[src/rtl/mux2_rr_arbiter_pkg.sv]
// Shared definitions for the two-requester round-robin arbiter in front of
// the 5-bit mux2 datapath.
package mux2_rr_arbiter_pkg;

  localparam int WIDTH_DEF     = 5;
  localparam int BURST_MAX_DEF = 4;

  // Burst counter width; holds any legal BURST_MAX (1..15).
  localparam int CNT_W = 4;

  // Mux select encodings.
  localparam logic SEL_A = 1'b0;
  localparam logic SEL_B = 1'b1;

  // Output slot occupancy.
  typedef enum logic {
    EMPTY = 1'b0,
    FULL  = 1'b1
  } slot_state_t;

endpackage

[src/rtl/mux2_rr_arbiter_if.sv]
// Request/grant and output handshake bundle for mux2_rr_arbiter.
// The requesters and the downstream consumer sit on the master side.
interface mux2_rr_arbiter_if
  import mux2_rr_arbiter_pkg::*;
#(
  parameter int WIDTH = WIDTH_DEF
);

  logic             req_a;
  logic [WIDTH-1:0] data_a;
  logic             gnt_a;
  logic             req_b;
  logic [WIDTH-1:0] data_b;
  logic             gnt_b;
  logic             sel;
  logic             out_valid;
  logic [WIDTH-1:0] out_data;
  logic             out_ready;

  modport master (
    output req_a, data_a, req_b, data_b, out_ready,
    input  gnt_a, gnt_b, sel, out_valid, out_data
  );

  modport slave (
    input  req_a, data_a, req_b, data_b, out_ready,
    output gnt_a, gnt_b, sel, out_valid, out_data
  );

endinterface

[src/rtl/mux2.sv]
// Plain WIDTH-bit 2:1 select: sel = 0 passes d0, sel = 1 passes d1.
module mux2 #(
  parameter int WIDTH = 5
) (
  input  logic [WIDTH-1:0] d0,
  input  logic [WIDTH-1:0] d1,
  input  logic             sel,
  output logic [WIDTH-1:0] y
);

  assign y = sel ? d1 : d0;

endmodule

[src/rtl/mux2_rr_arbiter_rr_pick2.sv]
// Combinational round-robin pick between two requesters with a bounded
// burst: the last winner keeps the grant until it has won BURST_MAX in a row.
module rr_pick2
  import mux2_rr_arbiter_pkg::*;
#(
  parameter int BURST_MAX = BURST_MAX_DEF
) (
  input  logic             req_a,
  input  logic             req_b,
  input  logic             last_sel,
  input  logic [CNT_W-1:0] burst_cnt,
  output logic             pick,
  output logic             any_req
);

  // Decide which requester wins this cycle.
  always_comb begin
    // NOTE: every output gets a default first so no path leaves it unassigned
    // and no latch is inferred.
    pick    = last_sel;
    any_req = req_a | req_b;
    if (req_a && !req_b) begin
      pick = SEL_A;
    end else if (!req_a && req_b) begin
      pick = SEL_B;
    end else if (req_a && req_b) begin
      pick = (burst_cnt < CNT_W'(BURST_MAX)) ? last_sel : ~last_sel;
    end
  end

endmodule

[src/rtl/mux2_rr_arbiter.sv]
// Round-robin arbiter sharing one 2:1 select between requesters A and B,
// registering the winning word into a single valid/ready output slot.
module mux2_rr_arbiter
  import mux2_rr_arbiter_pkg::*;
#(
  parameter int WIDTH     = WIDTH_DEF,
  parameter int BURST_MAX = BURST_MAX_DEF
) (
  input  logic              clk,
  input  logic              rst_n,
  mux2_rr_arbiter_if.slave  bus
);

  slot_state_t      state;
  logic             last_sel;
  logic [CNT_W-1:0] burst_cnt;
  logic [WIDTH-1:0] out_data_q;
  logic             pick;
  logic             any_req;
  logic             slot_free;
  logic             accept;
  logic [WIDTH-1:0] mux_y;

  rr_pick2 #(
    .BURST_MAX (BURST_MAX)
  ) u_pick (
    .req_a     (bus.req_a),
    .req_b     (bus.req_b),
    .last_sel  (last_sel),
    .burst_cnt (burst_cnt),
    .pick      (pick),
    .any_req   (any_req)
  );

  mux2 #(
    .WIDTH (WIDTH)
  ) u_mux (
    .d0  (bus.data_a),
    .d1  (bus.data_b),
    .sel (bus.sel),
    .y   (mux_y)
  );

  // The slot can take a word when empty or when it is being drained now;
  // grants are suppressed while reset is held.
  assign slot_free     = (state == EMPTY) | bus.out_ready;
  assign accept        = rst_n & slot_free & any_req;
  assign bus.gnt_a     = accept & (pick == SEL_A);
  assign bus.gnt_b     = accept & (pick == SEL_B);
  assign bus.sel       = any_req ? pick : last_sel;
  assign bus.out_valid = (state == FULL);
  assign bus.out_data  = out_data_q;

  // Slot FSM plus round-robin history: load on accept, drain on ready.
  always_ff @(posedge clk or negedge rst_n) begin
    if (!rst_n) begin
      state      <= EMPTY;
      out_data_q <= '0;
      last_sel   <= SEL_A;
      burst_cnt  <= '0;
    end else if (accept) begin
      // NOTE: sequential state uses non-blocking assignments so every
      // register samples pre-edge values regardless of statement order.
      state      <= FULL;
      out_data_q <= mux_y;
      if (pick == last_sel) begin
        if (burst_cnt < CNT_W'(BURST_MAX)) begin
          burst_cnt <= burst_cnt + CNT_W'(1);
        end
      end else begin
        burst_cnt <= CNT_W'(1);
        last_sel  <= pick;
      end
    end else if (state == FULL && bus.out_ready) begin
      state <= EMPTY;
    end
  end

endmodule

[src/flat_wrapper.sv]
// flat-port wrapper written by rule: the top's interface ports become plain ports
module mux2_rr_arbiter_flat import mux2_rr_arbiter_pkg::*;
#(
  parameter int WIDTH     = WIDTH_DEF,
  parameter int BURST_MAX = BURST_MAX_DEF
)
  (clk, rst_n, bus_req_a, bus_data_a, bus_req_b, bus_data_b, bus_out_ready, bus_gnt_a, bus_gnt_b, bus_sel, bus_out_valid, bus_out_data);
  mux2_rr_arbiter_if #(.WIDTH(WIDTH)) bus_i ();
  input  logic clk;
  input  logic rst_n;
  input wire logic [$bits(bus_i.req_a)-1:0] bus_req_a;
  input wire logic [$bits(bus_i.data_a)-1:0] bus_data_a;
  input wire logic [$bits(bus_i.req_b)-1:0] bus_req_b;
  input wire logic [$bits(bus_i.data_b)-1:0] bus_data_b;
  input wire logic [$bits(bus_i.out_ready)-1:0] bus_out_ready;
  output wire logic [$bits(bus_i.gnt_a)-1:0] bus_gnt_a;
  output wire logic [$bits(bus_i.gnt_b)-1:0] bus_gnt_b;
  output wire logic [$bits(bus_i.sel)-1:0] bus_sel;
  output wire logic [$bits(bus_i.out_valid)-1:0] bus_out_valid;
  output wire logic [$bits(bus_i.out_data)-1:0] bus_out_data;
  assign bus_i.req_a = bus_req_a;
  assign bus_i.data_a = bus_data_a;
  assign bus_i.req_b = bus_req_b;
  assign bus_i.data_b = bus_data_b;
  assign bus_i.out_ready = bus_out_ready;
  assign bus_gnt_a = bus_i.gnt_a;
  assign bus_gnt_b = bus_i.gnt_b;
  assign bus_sel = bus_i.sel;
  assign bus_out_valid = bus_i.out_valid;
  assign bus_out_data = bus_i.out_data;
  mux2_rr_arbiter #(.WIDTH(WIDTH), .BURST_MAX(BURST_MAX)) u_core (.clk(clk), .rst_n(rst_n), .bus(bus_i));
endmodule
[config.mk]
export PLATFORM = sky130hd
export DESIGN_NAME = mux2_rr_arbiter_flat
export DESIGN_NICKNAME = d
export VERILOG_FILES = /design/src/rtl/mux2_rr_arbiter_pkg.sv /design/src/rtl/mux2_rr_arbiter_if.sv /design/src/rtl/mux2.sv /design/src/rtl/mux2_rr_arbiter_rr_pick2.sv /design/src/rtl/mux2_rr_arbiter.sv /design/src/flat_wrapper.sv
export SDC_FILE = /design/constraint.sdc
export NUM_CORES = 1
export LEC_CHECK = 0
export BUFFER_PORTS_ARGS = -buffer_cell sky130_fd_sc_hd__clkbuf_2
export CAP_MARGIN = 20
export CORE_UTILIZATION = 46
export DETAILED_ROUTE_END_ITERATION = 8
export GPL_TIMING_DRIVEN = 1
export PLACE_DENSITY_LB_ADDON = 0.3
export REMOVE_ABC_BUFFERS = 1
export SLEW_MARGIN = 20
export SYNTH_ARGS = -nofsm -noshare
export SYNTH_HDL_FRONTEND = slang
export SYNTH_SLANG_ARGS = --single-unit
export TNS_END_PERCENT = 100
[constraint.sdc]
create_clock -name clk -period 1.6 [get_ports clk]
set_input_delay 0.32 -clock clk [delete_from_list [all_inputs] [get_ports clk]]
set_output_delay 0.32 -clock clk [all_outputs]
set_load 0.01 [all_outputs]
# After elaboration in Yosys (flattened, before gate mapping)
# Cells that the tools add are included.
# Widths: inputs -> output; s select.
[word_totals]
register_bits = 11
wordCells = 37
out_inout_bits = 9
[op_classes]
n_lt_le_gt_ge = 1
eq_ne = 2
n_addsub = 1
bitwise = 10
mux = 10
n_reduce_logical = 9
[op_table]
columns = ["op", "n"]
rows = [
  ["$mux 4", 2],
  ["$mux 1", 7],
  ["$mux 5", 1],
  ["$add 4x1->4 const B", 1],
  ["$and 1x1->1", 4],
  ["$logic_and 1x1->1", 4],
  ["$lt 4x3->1 const B", 1],
  ["$not 1->1", 4],
  ["$reduce_and 2->1", 2],
  ["$logic_not 1->1", 2],
  ["$ne 2x2->1 const B", 1],
  ["$or 1x1->1", 2],
  ["$reduce_bool 2->1", 1],
  ["$eq 1x1->1", 1],
]

# Longest topological paths before layout
[depth]
word_depth = 8
mapped_depth = 6
ltp_nobuf = 5

# Hierarchy
# From an unflattened synthesis, not the netlist that was laid out.
[unflattened]
cells_unflattened = 53
hier_area_um2 = 641.9
[by_module_without_submodules]
columns = ["mod", "seq_area_each_um2", "area_each_um2", "n_inst", "cells_per_inst"]
rows = [
  ["mux2_rr_arbiter", 275.3, 539.3, 1, 42],
  ["mux2", 0.0, 56.3, 1, 5],
  ["rr_pick2", 0.0, 46.3, 1, 6],
]

# Least setup slack after synthesis
# No wires, ideal clock.
[synth_timing]
kind = "register to output"
start = "register u_core.last_sel"
end = "output bus_gnt_a"
t_arrival_ps = 1311
path_stages_with_launch = 6
required_time_ps = 1280
path_buffers = 1
slack_ps = -31
cell_sequence = "dfrtp_1 > buf_6 > and4bb_4 > a211oi_4 > inv_4 > nor2_1"
[synth_via]
elab_chain_cells = 7
[synth_lines]
columns = ["item", "line", "text"]
rows = [
  ["start, declared", "mux2_rr_arbiter.sv:15", "logic last_sel;"],
  ["start signal, assigned", "mux2_rr_arbiter.sv:72", "last_sel <= pick;"],
  ["$not 1->1", "mux2_rr_arbiter_rr_pick2.sv:27", "pick = (burst_cnt < CNT_W'(BURST_MAX)) ? last_sel : ~last_sel;"],
  ["$mux 1", "mux2_rr_arbiter_rr_pick2.sv:27", ""],
  ["$mux 1 *", "mux2_rr_arbiter_rr_pick2.sv:26", "end else if (req_a && req_b) begin"],
  ["$mux 1 *", "mux2_rr_arbiter_rr_pick2.sv:24", "end else if (!req_a && req_b) begin"],
  ["$mux 1 *", "mux2_rr_arbiter_rr_pick2.sv:22", "if (req_a && !req_b) begin"],
  ["$not 1->1 *", "mux2_rr_arbiter.sv:48", "assign bus.gnt_a = accept & (pick == SEL_A);"],
  ["$and 1x1->1 *", "mux2_rr_arbiter.sv:48", ""],
  ["end, declared", "flat_wrapper.sv:16", "output wire logic [$bits(bus_i.gnt_a)-1:0] bus_gnt_a;"],
]
# Mark *: on every way between the ends. The rest lies on a longest branch, timed or not.

# Worst setup path after layout
[layout_timing]
start = "register u_core.burst_cnt[3]"
end = "output bus_gnt_a"
[layout_via]
elab_chain_cells = 7
[layout_lines]
columns = ["item", "line", "text"]
rows = [
  ["start, declared", "mux2_rr_arbiter.sv:16", "logic [CNT_W-1:0] burst_cnt;"],
  ["start signal, assigned", "mux2_rr_arbiter.sv:68", "burst_cnt <= burst_cnt + CNT_W'(1);"],
  ["$lt 4x3->1", "mux2_rr_arbiter_rr_pick2.sv:27", ""],
  ["$mux 1", "mux2_rr_arbiter_rr_pick2.sv:27", ""],
  ["$mux 1", "mux2_rr_arbiter_rr_pick2.sv:26", ""],
  ["$mux 1", "mux2_rr_arbiter_rr_pick2.sv:24", ""],
  ["$mux 1", "mux2_rr_arbiter_rr_pick2.sv:22", ""],
  ["$not 1->1", "mux2_rr_arbiter.sv:48", ""],
  ["$and 1x1->1", "mux2_rr_arbiter.sv:48", ""],
]
# Every way passes these cells.

==> impl_metrics.sql <==
INSERT INTO impl_metrics (metric_group, metric, value, unit) VALUES
('run_status', 'status', 'finished with violations', ''),
('run_status', 'violations', 'negative setup slack', ''),
('place', 'numPortBuffers', '23', ''),
('synthesis', 'synthTopCellsByCount', '16 x nand3_1, 11 x dfrtp_1, 6 x nand2_1, 4 x a21oi_1, 3 x nor2_1', ''),
('grt', 'grt_pass1_wl', '2.67', 'mm'),
('finish', 'area_grow_syn2layout', '52.2', '%'),
('die', 'io-pin-count', '24', ''),
('worst_setup_path', 'reg2reg_depth', '9', ''),
('finish', 'post_layout_nonfiller_instances', '127', ''),
('pwr', 'power_density', '1340', 'nW/µm²'),
('timing', 'relative_slew_margins', '0.756', ''),
('synthesis', 'netlist_instances', '65', ''),
('grt', 'met1_usage', '0.314', ''),
('synthesis', 'yosysMostFrequentCell', 'nand3_1', ''),
('timing', 'worst_hold_slack', '0.0175', 'ns'),
('worst_setup_path', 'worstSetupPathType', 'flip-flop to primary output', ''),
('pwr', 'leakage', '0.000505', 'µW'),
('die', 'die-area', '1520', 'µm²'),
('synthesis', 'synthArstFlopShare', '1.00', ''),
('timing', 'worst_slack', '-0.244', 'ns'),
('routing', 'routedWlPerCell', '14.7', 'µm'),
('worst_setup_path', 'critPathRequiredTime', '1.28', 'ns'),
('routing', 'detail-route-antenna-nets', '0', ''),
('synthesis', 'synth.yosys.warnings', '0', ''),
('finish', 'antenna_diode_count', '0', ''),
('synthesis', 'synth_largest_area_cell', 'dfrtp_1', ''),
('die', 'initial_utilization', '0.530', ''),
('synthesis', 'ys_ff_latch', '11', ''),
('routing', 'drt_first_iter_violations', '25', ''),
('timing', 'tns', '-0.860', 'ns'),
('timing', 'clock_skew', '0.00580', 'ns'),
('clock_network', 'root_buffer', 'clkbuf_4', ''),
('worst_setup_path', 'crit_path_end_kind', 'primary output', ''),
('worst_setup_path', 'r2r_end', 'u_core.bus.out_data[2]', ''),
('clock_network', 'cts_tree', 'done', ''),
('worst_setup_path', 'critical_path.reg2reg.startpoint', 'u_core.burst_cnt[3]', ''),
('routing', 'vias_cell', '5.65', ''),
('synthesis', 'synth.area.top_cells', 'dfrtp_1 44%, nand3_1 13%, buf_6 3.6%', ''),
('clock_network', 'total_number_of_clock_tree_sinks', '11', ''),
('worst_setup_path', 'crit_path_max_fanout', '3', ''),
('synthesis', 'dominantRegCellSynth', 'dfrtp_1', ''),
('timing', 'max_freq', '542', 'MHz'),
('die', 'placement_rows', '12', ''),
('timing', 'transition_time_at_the_pin_with_the_least_slew_margin', '0.365', 'ns'),
('grt', 'global_route.overflow_total', '0', ''),
('grt', 'first_global_vias', '639', ''),
('grt', 'grt_antenna_before_repair', '0', ''),
('worst_setup_path', 'cp_data_arrival_time', '1.52', 'ns'),
('place', 'place_inst', '111', ''),
('pwr', 'irDropWorstVdd', '0.000763', 'V'),
('flow_run', 'drv.max_cap_violation_count', '0', ''),
('synthesis', 'seq_area_frac_synth', '0.438', ''),
('timing', 'setup_violations', '6', ''),
('finish', 'drive_gt1_frac', '0.513', ''),
('routing', 'vias', '718', ''),
('clock_network', 'clk_pin_slew_worst_paths', '0.08', 'ns'),
('worst_setup_path', 'worst_setup_path_startpoint', 'u_core.burst_cnt[3]', ''),
('routing', 'routed_wirelength', '1.86', 'mm'),
('synthesis', 'synthDominantCellAreaShare', '0.438', ''),
('synthesis', 'synth_area', '628', 'µm²'),
('place', 'dpl-instance-area', '823', 'µm²'),
('grt', 'grt_busiest_layer', 'met2', ''),
('synthesis', 'synthDistinctLibCells', '26', ''),
('worst_setup_path', 'rrSetupSlack', '-0.20', 'ns'),
('finish', 'final_nets', '130', ''),
('finish', 'fin_area', '956', 'µm²'),
('timing', 'finalMaxSlewViolations', '0', ''),
('grt', 'groute.layer.met2.usage', '0.471', ''),
('die', 'die-width', '39.0', 'µm'),
('worst_setup_path', 'worstSetupStartpointType', 'flip-flop', ''),
('worst_setup_path', 'worst_path_cell_chain', 'or2_4 -> a211oi_4 -> inv_4 -> nor2_1 -> buf_2', '');
==> per-stage QoR <==
stage           util  setup slack [ns]  total power [µW]
2_1_floorplan      -           -0.0160               713
4_1_cts        0.769            -0.264              1210
3_3_place_gp   0.694            0.0470               919
3_5_place_dp   0.694          -0.00704               942
6_report       0.806            -0.244              1280
5_1_grt        0.806            -0.274              1360
==> metal layers <==
layer	wire length, µm	up-vias
met4	8	0
met5	0	-
met1	781	343
met3	116	2
met2	957	40
li1	-	333
==> cell type report <==
class	count	area (µm²)
multi-input combinational	49	325
sequential	11	275
tap	14	17.5
clock buffer	4	26.3
fill	74	230
timing repair buffer	47	302
inverter	2	10.0
==> power breakdown <==
| part | total [µW] | internal, µW | leakage [µW] | switching (µW) |
|---|---|---|---|---|
| logic | 659 | 361 | 0.000353 | 298 |
| registers | 426 | 366 | 0.000137 | 59.5 |
| clock network | 198 | 96.7 | 0.0000150 | 101 |
| total | 1280 | 824 | 0.000505 | 458 |
==> timing repair <==
item                                    CTS  global route
hold buffers                              1             0
pin swaps                                 4             3
setup buffers                             7             4
resized for setup                         0             5
endpoints found under the setup margin    3             8
hold endpoints to repair                  2             0
==> worst max-delay path: cells and delay by family, from the launching register on <==
kind,cells,cell delay (ns)
flip-flops,1,0.40
AND/OR/NAND/NOR,2,0.36
AO/OA/AOI/OAI,1,0.31
buffers and inverters,2,0.18
==> placed cells by master (no fill, tap or decap), drive strengths merged, types with 2 or more instances in the layout <==
master / instances
clkbuf: 25
dfrtp: 11
inv: 2
nor2: 3
a21oi: 4
nand3: 16
mux2i: 2
buf: 25
nor3: 2
nand2: 6
a31oi: 2
==> sequential cells by signal, summed over array words and instances (netlist names) <==
name / cells
u_core.last_sel: 1
u_core.bus.out_valid: 1
u_core.bus.out_data: 5
u_core.burst_cnt: 4
==> worst max-delay path by stage <==
stage                            to
final                     bus_gnt_a
after global routing      bus_gnt_a
after CTS                 bus_gnt_a
after detailed placement  bus_gnt_a
after global placement    bus_gnt_a
after floorplan           bus_gnt_a
==> cells by family after synthesis <==
kind of cell / share of synthesized area
flops: 0.438
compound gates: 0.169
mux: 0.0319
fa+ha+maj: 0.0199
buf+inv: 0.0598
simple gates: 0.281
(Power assumes the default switching activity.)
